**src/rtl/gpu_pkg.sv**
```systemverilog
// Shared GPU types: the core scheduler state and the LSU state encoding.
package gpu_pkg;

    typedef enum logic [2:0] {
        CORE_IDLE    = 3'b000,
        CORE_FETCH   = 3'b001,
        CORE_DECODE  = 3'b010,
        CORE_REQUEST = 3'b011,
        CORE_WAIT    = 3'b100,
        CORE_EXECUTE = 3'b101,
        CORE_UPDATE  = 3'b110,
        CORE_DONE    = 3'b111
    } core_state_t;

    typedef enum logic [1:0] {
        LSU_IDLE       = 2'b00,
        LSU_REQUESTING = 2'b01,
        LSU_DONE       = 2'b11
    } lsu_state_t;

endpackage

```
**src/rtl/lsu.sv**
```systemverilog
// Per-thread load/store unit: one LDR/STR becomes one valid/ready memory transaction.
// Optional LSU_TIMEOUT_EN: aborts a request after TIMEOUT_CYCLES and flags lsu_error.
module lsu
    import gpu_pkg::*;
#(
    parameter int DATA_WIDTH     = 8,
    parameter int ADDR_WIDTH     = 8,
    parameter int TIMEOUT_CYCLES = 64
) (
    input  logic                  clk,
    input  logic                  rst_n,
    input  logic                  enable,
    input  core_state_t           core_state,
    input  logic                  mem_read_en,
    input  logic                  mem_write_en,
    input  logic [DATA_WIDTH-1:0] rs_data,
    input  logic [DATA_WIDTH-1:0] rt_data,
    output logic                  mem_read_valid,
    output logic [ADDR_WIDTH-1:0] mem_read_address,
    input  logic                  mem_read_ready,
    input  logic [DATA_WIDTH-1:0] mem_read_data,
    output logic                  mem_write_valid,
    output logic [ADDR_WIDTH-1:0] mem_write_address,
    output logic [DATA_WIDTH-1:0] mem_write_data,
    input  logic                  mem_write_ready,
`ifdef LSU_TIMEOUT_EN
    output logic                  lsu_error,
`endif
    output lsu_state_t            lsu_state,
    output logic [DATA_WIDTH-1:0] lsu_result
);

    lsu_state_t            r_state, w_state_nxt;
    logic                  r_is_load;
    logic [ADDR_WIDTH-1:0] r_addr;
    logic [DATA_WIDTH-1:0] r_wdata;
    logic [DATA_WIDTH-1:0] r_result;
    logic                  w_start;
    logic                  w_hs;
    logic                  w_timeout;

    assign w_start = enable && (r_state == LSU_IDLE) && (core_state == CORE_REQUEST)
                     && (mem_read_en || mem_write_en);
    // Valid is implied by REQUESTING, so ready outside a request never counts.
    assign w_hs    = enable && (r_state == LSU_REQUESTING)
                     && (r_is_load ? mem_read_ready : mem_write_ready);

`ifdef LSU_TIMEOUT_EN
    localparam int CW = $clog2(TIMEOUT_CYCLES + 1);
    logic [CW-1:0] r_cnt;
    logic          r_error;

    // Handshake has priority over an expiring counter.
    assign w_timeout = enable && (r_state == LSU_REQUESTING) && !w_hs
                       && (r_cnt == CW'(TIMEOUT_CYCLES - 1));

    always_ff @(posedge clk or negedge rst_n) begin
        if (!rst_n) begin
            r_cnt   <= '0;
            r_error <= 1'b0;
        end else if (w_start) begin
            r_cnt   <= '0;
            r_error <= 1'b0;
        end else if (w_timeout) begin
            r_error <= 1'b1;
        end else if (enable && (r_state == LSU_REQUESTING) && !w_hs) begin
            r_cnt   <= r_cnt + 1'b1;
        end
    end

    assign lsu_error = r_error;
`else
    assign w_timeout = 1'b0;
`endif

    always_ff @(posedge clk or negedge rst_n) begin
        if (!rst_n) r_state <= LSU_IDLE;
        else        r_state <= w_state_nxt;
    end

    always_comb begin
        w_state_nxt = r_state;
        if (!enable) begin
            w_state_nxt = LSU_IDLE;
        end else begin
            case (r_state)
                LSU_IDLE:       if (w_start) w_state_nxt = LSU_REQUESTING;
                LSU_REQUESTING: if (w_hs || w_timeout) w_state_nxt = LSU_DONE;
                LSU_DONE:       if (core_state == CORE_UPDATE) w_state_nxt = LSU_IDLE;
                default:        w_state_nxt = LSU_IDLE;
            endcase
        end
    end

    // A load wins when both enables are set; store data is only captured for stores.
    always_ff @(posedge clk or negedge rst_n) begin
        if (!rst_n) begin
            r_is_load <= 1'b0;
            r_addr    <= '0;
            r_wdata   <= '0;
            r_result  <= '0;
        end else begin
            if (w_start) begin
                r_is_load <= mem_read_en;
                r_addr    <= ADDR_WIDTH'(rs_data);
                if (!mem_read_en) r_wdata <= rt_data;
            end
            if (w_hs && r_is_load)      r_result <= mem_read_data;
            if (w_timeout && r_is_load) r_result <= '1;
        end
    end

    assign mem_read_valid    = (r_state == LSU_REQUESTING) && r_is_load;
    assign mem_write_valid   = (r_state == LSU_REQUESTING) && !r_is_load;
    assign mem_read_address  = r_addr;
    assign mem_write_address = r_addr;
    assign mem_write_data    = r_wdata;
    assign lsu_state         = r_state;
    assign lsu_result        = r_result;

endmodule

```
**config.mk**
```make
export PLATFORM = sky130hd
export DESIGN_NAME = lsu
export DESIGN_NICKNAME = d
export VERILOG_FILES = /design/src/rtl/gpu_pkg.sv /design/src/rtl/lsu.sv
export SDC_FILE = /design/constraint.sdc
export NUM_CORES = 1
export LEC_CHECK = 0
export BUFFER_PORTS_ARGS = -buffer_cell sky130_fd_sc_hd__buf_2
export CORE_ASPECT_RATIO = 1.25
export CORE_MARGIN = 10
export CORE_UTILIZATION = 46
export CTS_BUF_LIST = sky130_fd_sc_hd__clkbuf_16
export CTS_CLUSTER_SIZE = 12
export DETAILED_ROUTE_END_ITERATION = 8
export PLACE_DENSITY_LB_ADDON = 0.15
export SKIP_LAST_GASP = 1
export SLEW_MARGIN = 30
export SYNTH_ARGS = -nofsm -noshare
export SYNTH_HDL_FRONTEND = slang
export SYNTH_SLANG_ARGS = --single-unit
```
**constraint.sdc**
```tcl
create_clock -name clk -period 3.75 [get_ports clk]
set_input_delay 0.5625 -clock clk [delete_from_list [all_inputs] [get_ports clk]]
set_output_delay 0.5625 -clock clk [all_outputs]
set_load 0.1 [all_outputs]
```
[Yosys cells after proc, flatten, opt, wreduce, memory -nomap -nowiden]
Index checks and enable logic that the tools add are counted.
Word-level totals
  register bits: 27
  input bits: 34
  word-level logic and storage cells: 32
Cells by class
  equal/unequal tests: 7
  mux-type cells: 6
  bitwise operators: 1
  reductions and logical operators: 13
Operators with widths (count)
  $ne 3x3->1 const B: 3
  $logic_and 1x1->1: 8
  $mux 2: 4
  $pmux 2 s3: 1
  $eq 3x2->1 const B: 1
  $eq 3x3->1 const B: 1
  $reduce_and 3->1: 1
  $eq 2x1->1 const B: 1
  $eq 2x2->1 const B: 1
  $logic_not 2->1: 1
  $reduce_and 2->1: 1
  $logic_not 1->1: 1
  $logic_or 1x1->1: 1
  $mux 1: 1
  $not 1->1: 1

[Longest topological paths before layout]
Gate-level depths: netlist (run 1).
  depth after elaboration: 7
  depth in mapped cells: 4

[Least setup slack after synthesis (run 1)]
OpenSTA, ideal clock, no wires.
  kind: register to output
  start point: reg r_state[0], in the netlist lsu_state[0]
  end point: out mem_write_valid
  arrival: 3.273 ns
  path slack: -0.085 ns
  stages on the path, launching flop included: 2
  path through: dfrtp_1 -> nor3b_1
Between the ends
  longest elaborated chain between the ends: 2
Ends and longest elaborated chain
  from (decl): line lsu.sv:33  | lsu_state_t r_state, w_state_nxt;
  from (signal assigned): line lsu.sv:78  | else r_state <= w_state_nxt;
  $eq 2x1->1: line lsu.sv:114  | assign mem_write_valid = (r_state == LSU_REQUESTING) && !r_is_load;
  $logic_and 1x1->1: line lsu.sv:114
  to (decl): line lsu.sv:22  | output logic mem_write_valid,
No other way between the ends.

[Worst setup path in the final report (run 1)]
  start point: reg r_state[1], in the netlist lsu_state[1]
  end point: out mem_read_valid
Between the ends
  longest elaborated chain between the ends: 2
Ends and longest elaborated chain
  $eq 2x1->1: line lsu.sv:113  | assign mem_read_valid = (r_state == LSU_REQUESTING) && r_is_load;
  $logic_and 1x1->1: line lsu.sv:113
  to (decl): line lsu.sv:18  | output logic mem_read_valid,
No other way between the ends.

==> metrics, run 1 <==
non-filler cells, final 173; Critical Path RT 3.19 ns; final WL 2700 um; MaxCap Viol Count 0; drt first pass iters 4; commonest non-fill, non-tap cell in the layout buf_2; via count 838; Seq cells post-synth 27; filler cell count 207; CTS root buffer clkbuf_16; crit start category register; vias in the first global route 964; Final Hold Viols 0; final setup fails 0; P_leak 0.883 nW; routability congestion estimate 0.722; CP max FO 7; Post-Syn Area 0.00119 mm2; share of the synthesized area in the top cell type 0.565; Core ar. 0.00245 mm2; footprint of the multi-input gates 449 um2; Post-CTS Hold Buffers 0; fin. max-slew vios 0; H-tree depth 1; Port Buffers 69; most frequent cells in the layout buf_2, dfrtp_1, mux2_2; postcts setup bufs 0; area delta synth->final 33.2%; Mapped Avg Cell Area 15.5 um2; Std-Cell Rows 20; CTS tree yes; All-Layer GR Usage 0.107; R2R cell count 3; grt total ovfl 0; WL/cell 15.6 um; ratio of cells with drive above 1 in the final layout 0.736; Critical Path Start lsu_state[1]; setup ws final 1.81 ns; Clock Latency Late Sink 0.26 ns; Synth Warn # 0; Seq/Total Area, Yosys 0.565; slew margin rel. 0.622; Clock transition at path regs 0.07 ns; FF/Latch Area 676 um2; worst slack, placed 1.60 ns; Hold WC Path Type input pin to async pin; Initial Util 0.487; Worst Setup Path Type register to output port; first-pass GRT wire length 4350 um; fin nets 175; ANT cells 0; post-CTS sizing 0; FF-to-FF Start lsu_state[0]; Clock Sinks 27; DRT iter0 DRCs 30; fin crit period 1.94 ns; Post-DP HPWL 2290 um; mean number of vias per cell 4.84; top cells by area, synth dfrtp_1, mux2_2, mux2_4; RSZ-0062 raised after global routing false; Worst R2R Setup Slack 1.82 ns; Die X 65.6 um; clk_skew 0.00459 ns; Final Hold Slack 0.294 ns; placed insts 169; reg2reg end mem_read_address[1]; element type at the critical path end output port; Sum Neg Setup Slack 0 ns; status finished clean; syn_nets 111; Least-Margin Pin Slew 0.567 ns; cells after synthesis 77; CTS Buf Count 3; Max Clk Rate 516 MHz; initial antenna violation count 0; Critical Path AT 1.38 ns; die height 77.0 um; maximum number of pins on one net before global-route repair 28; maximum root-to-sink buffer count 2; pwr dens 899 mW/mm2; Tcrit/Tclk final 0.517; Cell variety after synth 19; Peak supply drop 0.487 mV; Yosys top cell by area dfrtp_1; die area 0.00505 mm2; Antenna Nets Post-Route 0; DRC 0; Top Ports 70
-- worst max-delay path, stage by stage, from the launching register on --
cell and delay [ns]:
dfrtp_1 0.44, and3b_1 0.24, buf_2 0.43
-- per-stage QoR --
| step | utilization | cell area, um2 | power (W) |
|---|---|---|---|
| final | 0.649 | 1590 | 0.00143 |
| after detailed placement | 0.616 | 1510 | 0.00121 |
| after floorplan | - | 1200 | 0.00111 |
| after global placement | 0.616 | 1510 | 0.00120 |
| after global routing | 0.649 | 1590 | 0.00148 |
| after CTS | 0.649 | 1590 | 0.00145 |
-- how the worst max path moves through the flow --
stage,to,slack [ns],cells after the start
finish,mem_read_valid,1.81,2
global route,mem_read_address[6],1.75,3
CTS,mem_read_valid,1.80,2
detailed placement,mem_read_address[5],1.60,4
global placement,mem_read_address[0],1.64,4
floorplan,lsu_result[0],0.81,4
-- synth_stat cells --
| cell | instances |
|---|---|
| and3_2 | 1 |
| and3b_1 | 1 |
| buf_4 | 8 |
| buf_6 | 1 |
| clkbuf_1 | 1 |
| dfrtp_1 | 27 |
| mux2_2 | 16 |
| mux2_4 | 9 |
| mux2i_1 | 1 |
| nand3b_1 | 2 |
| nand4_1 | 1 |
| nor3b_1 | 1 |
| nor4_4 | 1 |
| o211ai_1 | 1 |
| o21ai_0 | 2 |
| o21ba_2 | 1 |
| or2b_1 | 1 |
| or3_1 | 1 |
| or3b_4 | 1 |
-- flip-flops by register name (all words and copies together), names as in the netlist --
signal	flops
mem_read_address	8
r_is_load	1
lsu_result	8
mem_write_data	8
lsu_state	2
-- where the power goes --
| group | internal (W) | leakage, nW | switching, W | total (W) |
|---|---|---|---|---|
| logic | 0.000129 | 0.499 | 0.000676 | 0.000805 |
| clock network | 0.000144 | 0.0409 | 0.0000931 | 0.000237 |
| registers | 0.000353 | 0.344 | 0.0000359 | 0.000389 |
-- area by class of cell --
class / instances / area share
clock buffer: 3 / 0.0472
clock inverter: 1 / 0.00314
multi-input combinational: 40 / 0.282
sequential: 27 / 0.425
tap: 33 / 0.0259
timing repair buffer: 69 / 0.217
-- logic make-up after synthesis --
family	Yosys count	synth area share
flops	27	0.565
mux	26	0.272
simple gates	10	0.0765
buf+inv	10	0.0628
compound gates	4	0.0230
-- metal layers --
| layer | part of all wire | vias up | routed length (um) | GRT usage |
|---|---|---|---|---|
| met5 | 0 | - | 0 | 0 |
| met4 | 0.0037 | 0 | 10 | 0.0322 |
| met3 | 0.12 | 2 | 312 | 0.0654 |
| met2 | 0.50 | 40 | 1350 | 0.184 |
| met1 | 0.38 | 401 | 1030 | 0.103 |
| li1 | - | 395 | - | - |
Power figures use the tool's default switching activity.
==> inputs of run 2 (changes only) <==
--- a/config.mk
+++ b/config.mk
@@ -8,7 +8,7 @@
 export BUFFER_PORTS_ARGS = -buffer_cell sky130_fd_sc_hd__buf_2
 export CORE_ASPECT_RATIO = 1.25
 export CORE_MARGIN = 10
-export CORE_UTILIZATION = 46
+export CORE_UTILIZATION = 42
 export CTS_BUF_LIST = sky130_fd_sc_hd__clkbuf_16
 export CTS_CLUSTER_SIZE = 12
 export DETAILED_ROUTE_END_ITERATION = 8
==> constraint.sdc (replaced) <==
create_clock -name clk -period 1.9 [get_ports clk]
set_input_delay 0.285 -clock clk [delete_from_list [all_inputs] [get_ports clk]]
set_output_delay 0.285 -clock clk [all_outputs]
set_load 0.1 [all_outputs]
==> metrics, run 2 (synthesis results as in run 1) <==
CTS Buf Count 3; Core ar. 0.00271 mm2; Peak supply drop 0.967 mV; R2R cell count 4; grt total ovfl 0; H-tree depth 1; Final Hold Viols 0; RSZ-0062 raised after global routing false; slew margin rel. 0.607; clk_skew 0.00457 ns; Critical Path Start lsu_state[0]; Die X 67.7 um; Clock Sinks 27; Clock Latency Late Sink 0.25 ns; initial antenna violation count 0; maximum root-to-sink buffer count 2; first-pass GRT wire length 4750 um; postcts setup bufs 0; ratio of cells with drive above 1 in the final layout 0.764; Final Hold Slack 0.0286 ns; pwr dens 1680 mW/mm2; Hold WC Path Type input pin to async pin; setup ws final 0.0964 ns; placed insts 174; final setup fails 0; maximum number of pins on one net before global-route repair 28; All-Layer GR Usage 0.112; most frequent cells in the layout buf_2, dfrtp_1, mux2_4; P_leak 0.923 nW; CTS root buffer clkbuf_16; crit start category register; MaxCap Viol Count 0; vias in the first global route 1014; Critical Path AT 1.95 ns; Critical Path RT 2.04 ns; Least-Margin Pin Slew 0.589 ns; non-filler cells, final 178; routability congestion estimate 0.740; worst slack, placed 0.0974 ns; footprint of the multi-input gates 512 um2; Std-Cell Rows 21; element type at the critical path end register; Antenna Nets Post-Route 0; commonest non-fill, non-tap cell in the layout buf_2; via count 854; mean number of vias per cell 4.80; die height 79.6 um; fin crit period 1.80 ns; WL/cell 16.6 um; fin nets 179; Tcrit/Tclk final 0.949; Post-DP HPWL 2430 um; Post-CTS Hold Buffers 0; FF/Latch Area 683 um2; Initial Util 0.442; final WL 2960 um; FF-to-FF Start lsu_state[0]; die area 0.00539 mm2; Top Ports 70; area delta synth->final 42.9%; ANT cells 0; CP max FO 9; Clock transition at path regs 0.07 ns; status finished clean; CTS tree yes; fin. max-slew vios 0; Worst Setup Path Type register to register; drt first pass iters 2; filler cell count 224; DRC 0; DRT iter0 DRCs 23; Port Buffers 69; Max Clk Rate 554 MHz; post-CTS sizing 0
-- run 2: changes by cell type in the layout (fill, tap and decap cells not counted) --
cell,change
buf_2,-1
mux2_4,+13
and3b_1,-1
buf_4,+4
mux2_2,-13
and3_2,-1
and3b_4,+1
nor3b_2,-1
nor3b_4,+1
and3_4,+1
dfrtp_1,-2
buf_12,+1
dfrtp_4,+2
-- run 2: path summary, 6_finish.rpt --
| path | to | slack [ns] |
|---|---|---|
| setup reg to reg | mem_read_address[5] | 0.1 |
| hold / removal | mem_read_address[7] | 0.03 |
| hold reg to reg | mem_write_data[2] | 0.50 |
| setup / recovery | mem_read_address[5] | 0.1 |
| min in group clk | mem_read_address[4] | 0.26 |
| max in group asynchronous | lsu_state[0] | 1.43 |
-- run 2: through the flow --
step | cell area, um2 | setup TNS, ns | utilization | power (W)
2_1_floorplan | 1290 | -2.11 | - | 0.00223
3_3_place_gp | 1630 | 0 | 0.601 | 0.00242
3_5_place_dp | 1630 | 0 | 0.601 | 0.00244
4_1_cts | 1710 | 0 | 0.631 | 0.00291
5_1_grt | 1710 | 0 | 0.631 | 0.00298
6_report | 1710 | 0 | 0.631 | 0.00287
-- run 2: per-layer routing --
layer	part of all wire	wire length, um	up-vias	global-route usage
met5	0	0	-	0
met4	0.0068	20	0	0.0247
met3	0.12	362	2	0.0520
met2	0.51	1500	37	0.188
met1	0.36	1080	415	0.123
li1	-	-	400	-
-- run 2: power by group --
group	switching, W	total [W]	leakage, nW	internal [W]
combinational	0.00134	0.00164	0.542	0.000295
sequential	0.0000736	0.000772	0.340	0.000698
clock	0.000181	0.000464	0.0409	0.000283
total	0.00160	0.00287	0.923	0.00128
-- run 2: layout make-up --
class / count / share of cell area
flip-flops and latches: 27 / 0.400
clock inverters: 1 / 0.00293
clock buffers: 3 / 0.0440
repair buffers: 73 / 0.229
well taps: 34 / 0.0249
multi-input cells: 40 / 0.300
-- run 2: critical path, cell delays in order, from the launching register on --
cell	delay (ns)
dfrtp_4	0.47
or3b_4	0.41
or3_1	0.31
buf_4	0.20
mux2_4	0.30
==> inputs of run 3 (changes only) <==
--- a/config.mk
+++ b/config.mk
@@ -8,7 +8,7 @@
 export BUFFER_PORTS_ARGS = -buffer_cell sky130_fd_sc_hd__buf_2
 export CORE_ASPECT_RATIO = 1.25
 export CORE_MARGIN = 10
-export CORE_UTILIZATION = 42
+export CORE_UTILIZATION = 45
 export CTS_BUF_LIST = sky130_fd_sc_hd__clkbuf_16
 export CTS_CLUSTER_SIZE = 12
 export DETAILED_ROUTE_END_ITERATION = 8
==> constraint.sdc (replaced) <==
create_clock -name clk -period 2.25 [get_ports clk]
set_input_delay 0.3375 -clock clk [delete_from_list [all_inputs] [get_ports clk]]
set_output_delay 0.3375 -clock clk [all_outputs]
set_load 0.1 [all_outputs]
==> metrics, run 3 (synthesis results as in run 1) <==
P_leak 0.878 nW; R2R cell count 3; via count 818; Post-DP HPWL 2450 um; CTS Buf Count 3; crit start category register; clock power share 0.164; fin nets 175; met2 Track Usage GR 0.208; fin. max-slew vios 0; Post-CTS Hold Buffers 0; Critical Path RT 2.39 ns; Internal 0.00104 W; fin crit period 1.91 ns; Least-Margin Pin Slew 0.595 ns; initial antenna violation count 0; slew margin rel. 0.603; Port Buffers 69; post-CTS sizing 0; Final Util 0.647; DRT iter0 DRCs 20; grt met1 use 0.0989; Core ar. 0.00248 mm2; non-filler cells, final 173; Final Hold Viols 0; first-pass GRT wire length 4660 um; M3 GR Usage 0.0747; RSZ-0062 raised after global routing false; Initial Util 0.482; most frequent cells in the layout buf_2, dfrtp_1, mux2_2; maximum root-to-sink buffer count 2; Sw Ratio 0.564; Clock Sinks 27; Top Ports 70; die height 77.6 um; Net Sw Power 0.00135 W; placed insts 169; status finished clean; Antenna Nets Post-Route 0; final WL 2960 um; buffers and inverters on the worst path 0; vias in the first global route 997; CTS tree yes; mean number of vias per cell 4.73; area delta synth->final 34.1%; grt total ovfl 0; pwr dens 1490 mW/mm2; Worst Setup Path Type register to register; clk_skew 0.00189 ns; Std-Cell Rows 20; ANT cells 0; Die X 66.1 um; DRC 0; ratio of cells with drive above 1 in the final layout 0.750; Worst path depth 3; Sum Neg Setup Slack 0 ns; Crit-path slowest cell or3_1; CTS root buffer clkbuf_16; crit-path cells or3b_4 > or3_1 > mux2_4; routability congestion estimate 0.727; H-tree depth 1; postcts setup bufs 0; Comb power frac 0.563; commonest non-fill, non-tap cell in the layout buf_2; Peak supply drop 0.755 mV; maximum number of pins on one net before global-route repair 28; final setup fails 0; delay-heaviest family, CP simple AND/OR/NAND/NOR gates; drt first pass iters 2; WL/cell 17.1 um; Clock Latency Late Sink 0.26 ns; MaxCap Viol Count 0; Tcrit/Tclk final 0.850; All-Layer GR Usage 0.114; Hold WC Path Type input pin to async pin; Clock transition at path regs 0.06 ns; die area 0.00513 mm2; CP max FO 9; sequential power share 0.273; crit-path max cell delay 0.55 ns; Critical Path AT 2.05 ns; Max Clk Rate 523 MHz; global route hottest layer met2; element type at the critical path end register
[run 3: changes by cell type in the layout (fill, tap and decap cells not counted), sizes merged]
| cell | delta |
|---|---|
| clkinv | -1 |
| buf | -4 |
| inv | +1 |
[run 3: power groups by stage]
stage | registers (W) | clock network, W | logic [W]
global placement | 0.000655 | 0 | 0.00135
floorplan | 0.00139 | 0 | 0.000460
detailed placement | 0.000664 | 0 | 0.00136
global route | 0.000669 | 0.000417 | 0.00139
CTS | 0.000656 | 0.000400 | 0.00136
finish | 0.000653 | 0.000393 | 0.00135
[run 3: worst reg2reg max path, delay by kind of cell, from the launching register on]
family | cells | cell delay [ns]
simple gates | 2 | 0.97
flops | 1 | 0.44
mux | 1 | 0.38
[run 3: final timing paths]
kind	from	endpoint	slack, ns
worst max register to register	lsu_state[0]	mem_read_address[2]	0.34
worst max-delay path	lsu_state[0]	mem_read_address[2]	0.34
max in group asynchronous	rst_n	lsu_state[0]	1.75
worst min register to register	mem_write_data[3]	mem_write_data[3]	0.50
worst min-delay path	rst_n	r_is_load	0.08
min in group clk	mem_read_data[1]	lsu_result[1]	0.31
[run 3: layout make-up]
cell class | count | area, um2
fill | 196 | 875
sequential | 27 | 678
multi-input combinational | 40 | 459
timing repair buffer | 69 | 345
clock buffer | 3 | 75.1
tap | 33 | 41.3
clock inverter | 1 | 3.75
[run 3: stage by stage]
stage | hold slack, ns | instance area, um2 | setup slack [ns] | total power, W
2_1_floorplan | 0.0419 | 1210 | 0.0322 | 0.00185
3_5_place_dp | 0.383 | 1520 | 0.326 | 0.00202
5_1_grt | 0.112 | 1600 | 0.303 | 0.00248
6_report | 0.0828 | 1600 | 0.338 | 0.00240
4_1_cts | 0.103 | 1600 | 0.339 | 0.00242
3_3_place_gp | 0.371 | 1520 | 0.358 | 0.00201
[run 3: per-layer routing]
| metal | vias to the layer above | share of wire |
|---|---|---|
| met5 | - | 0 |
| met4 | 0 | 0.0057 |
| met3 | 2 | 0.13 |
| met2 | 36 | 0.52 |
| met1 | 388 | 0.35 |
| li1 | 392 | - |
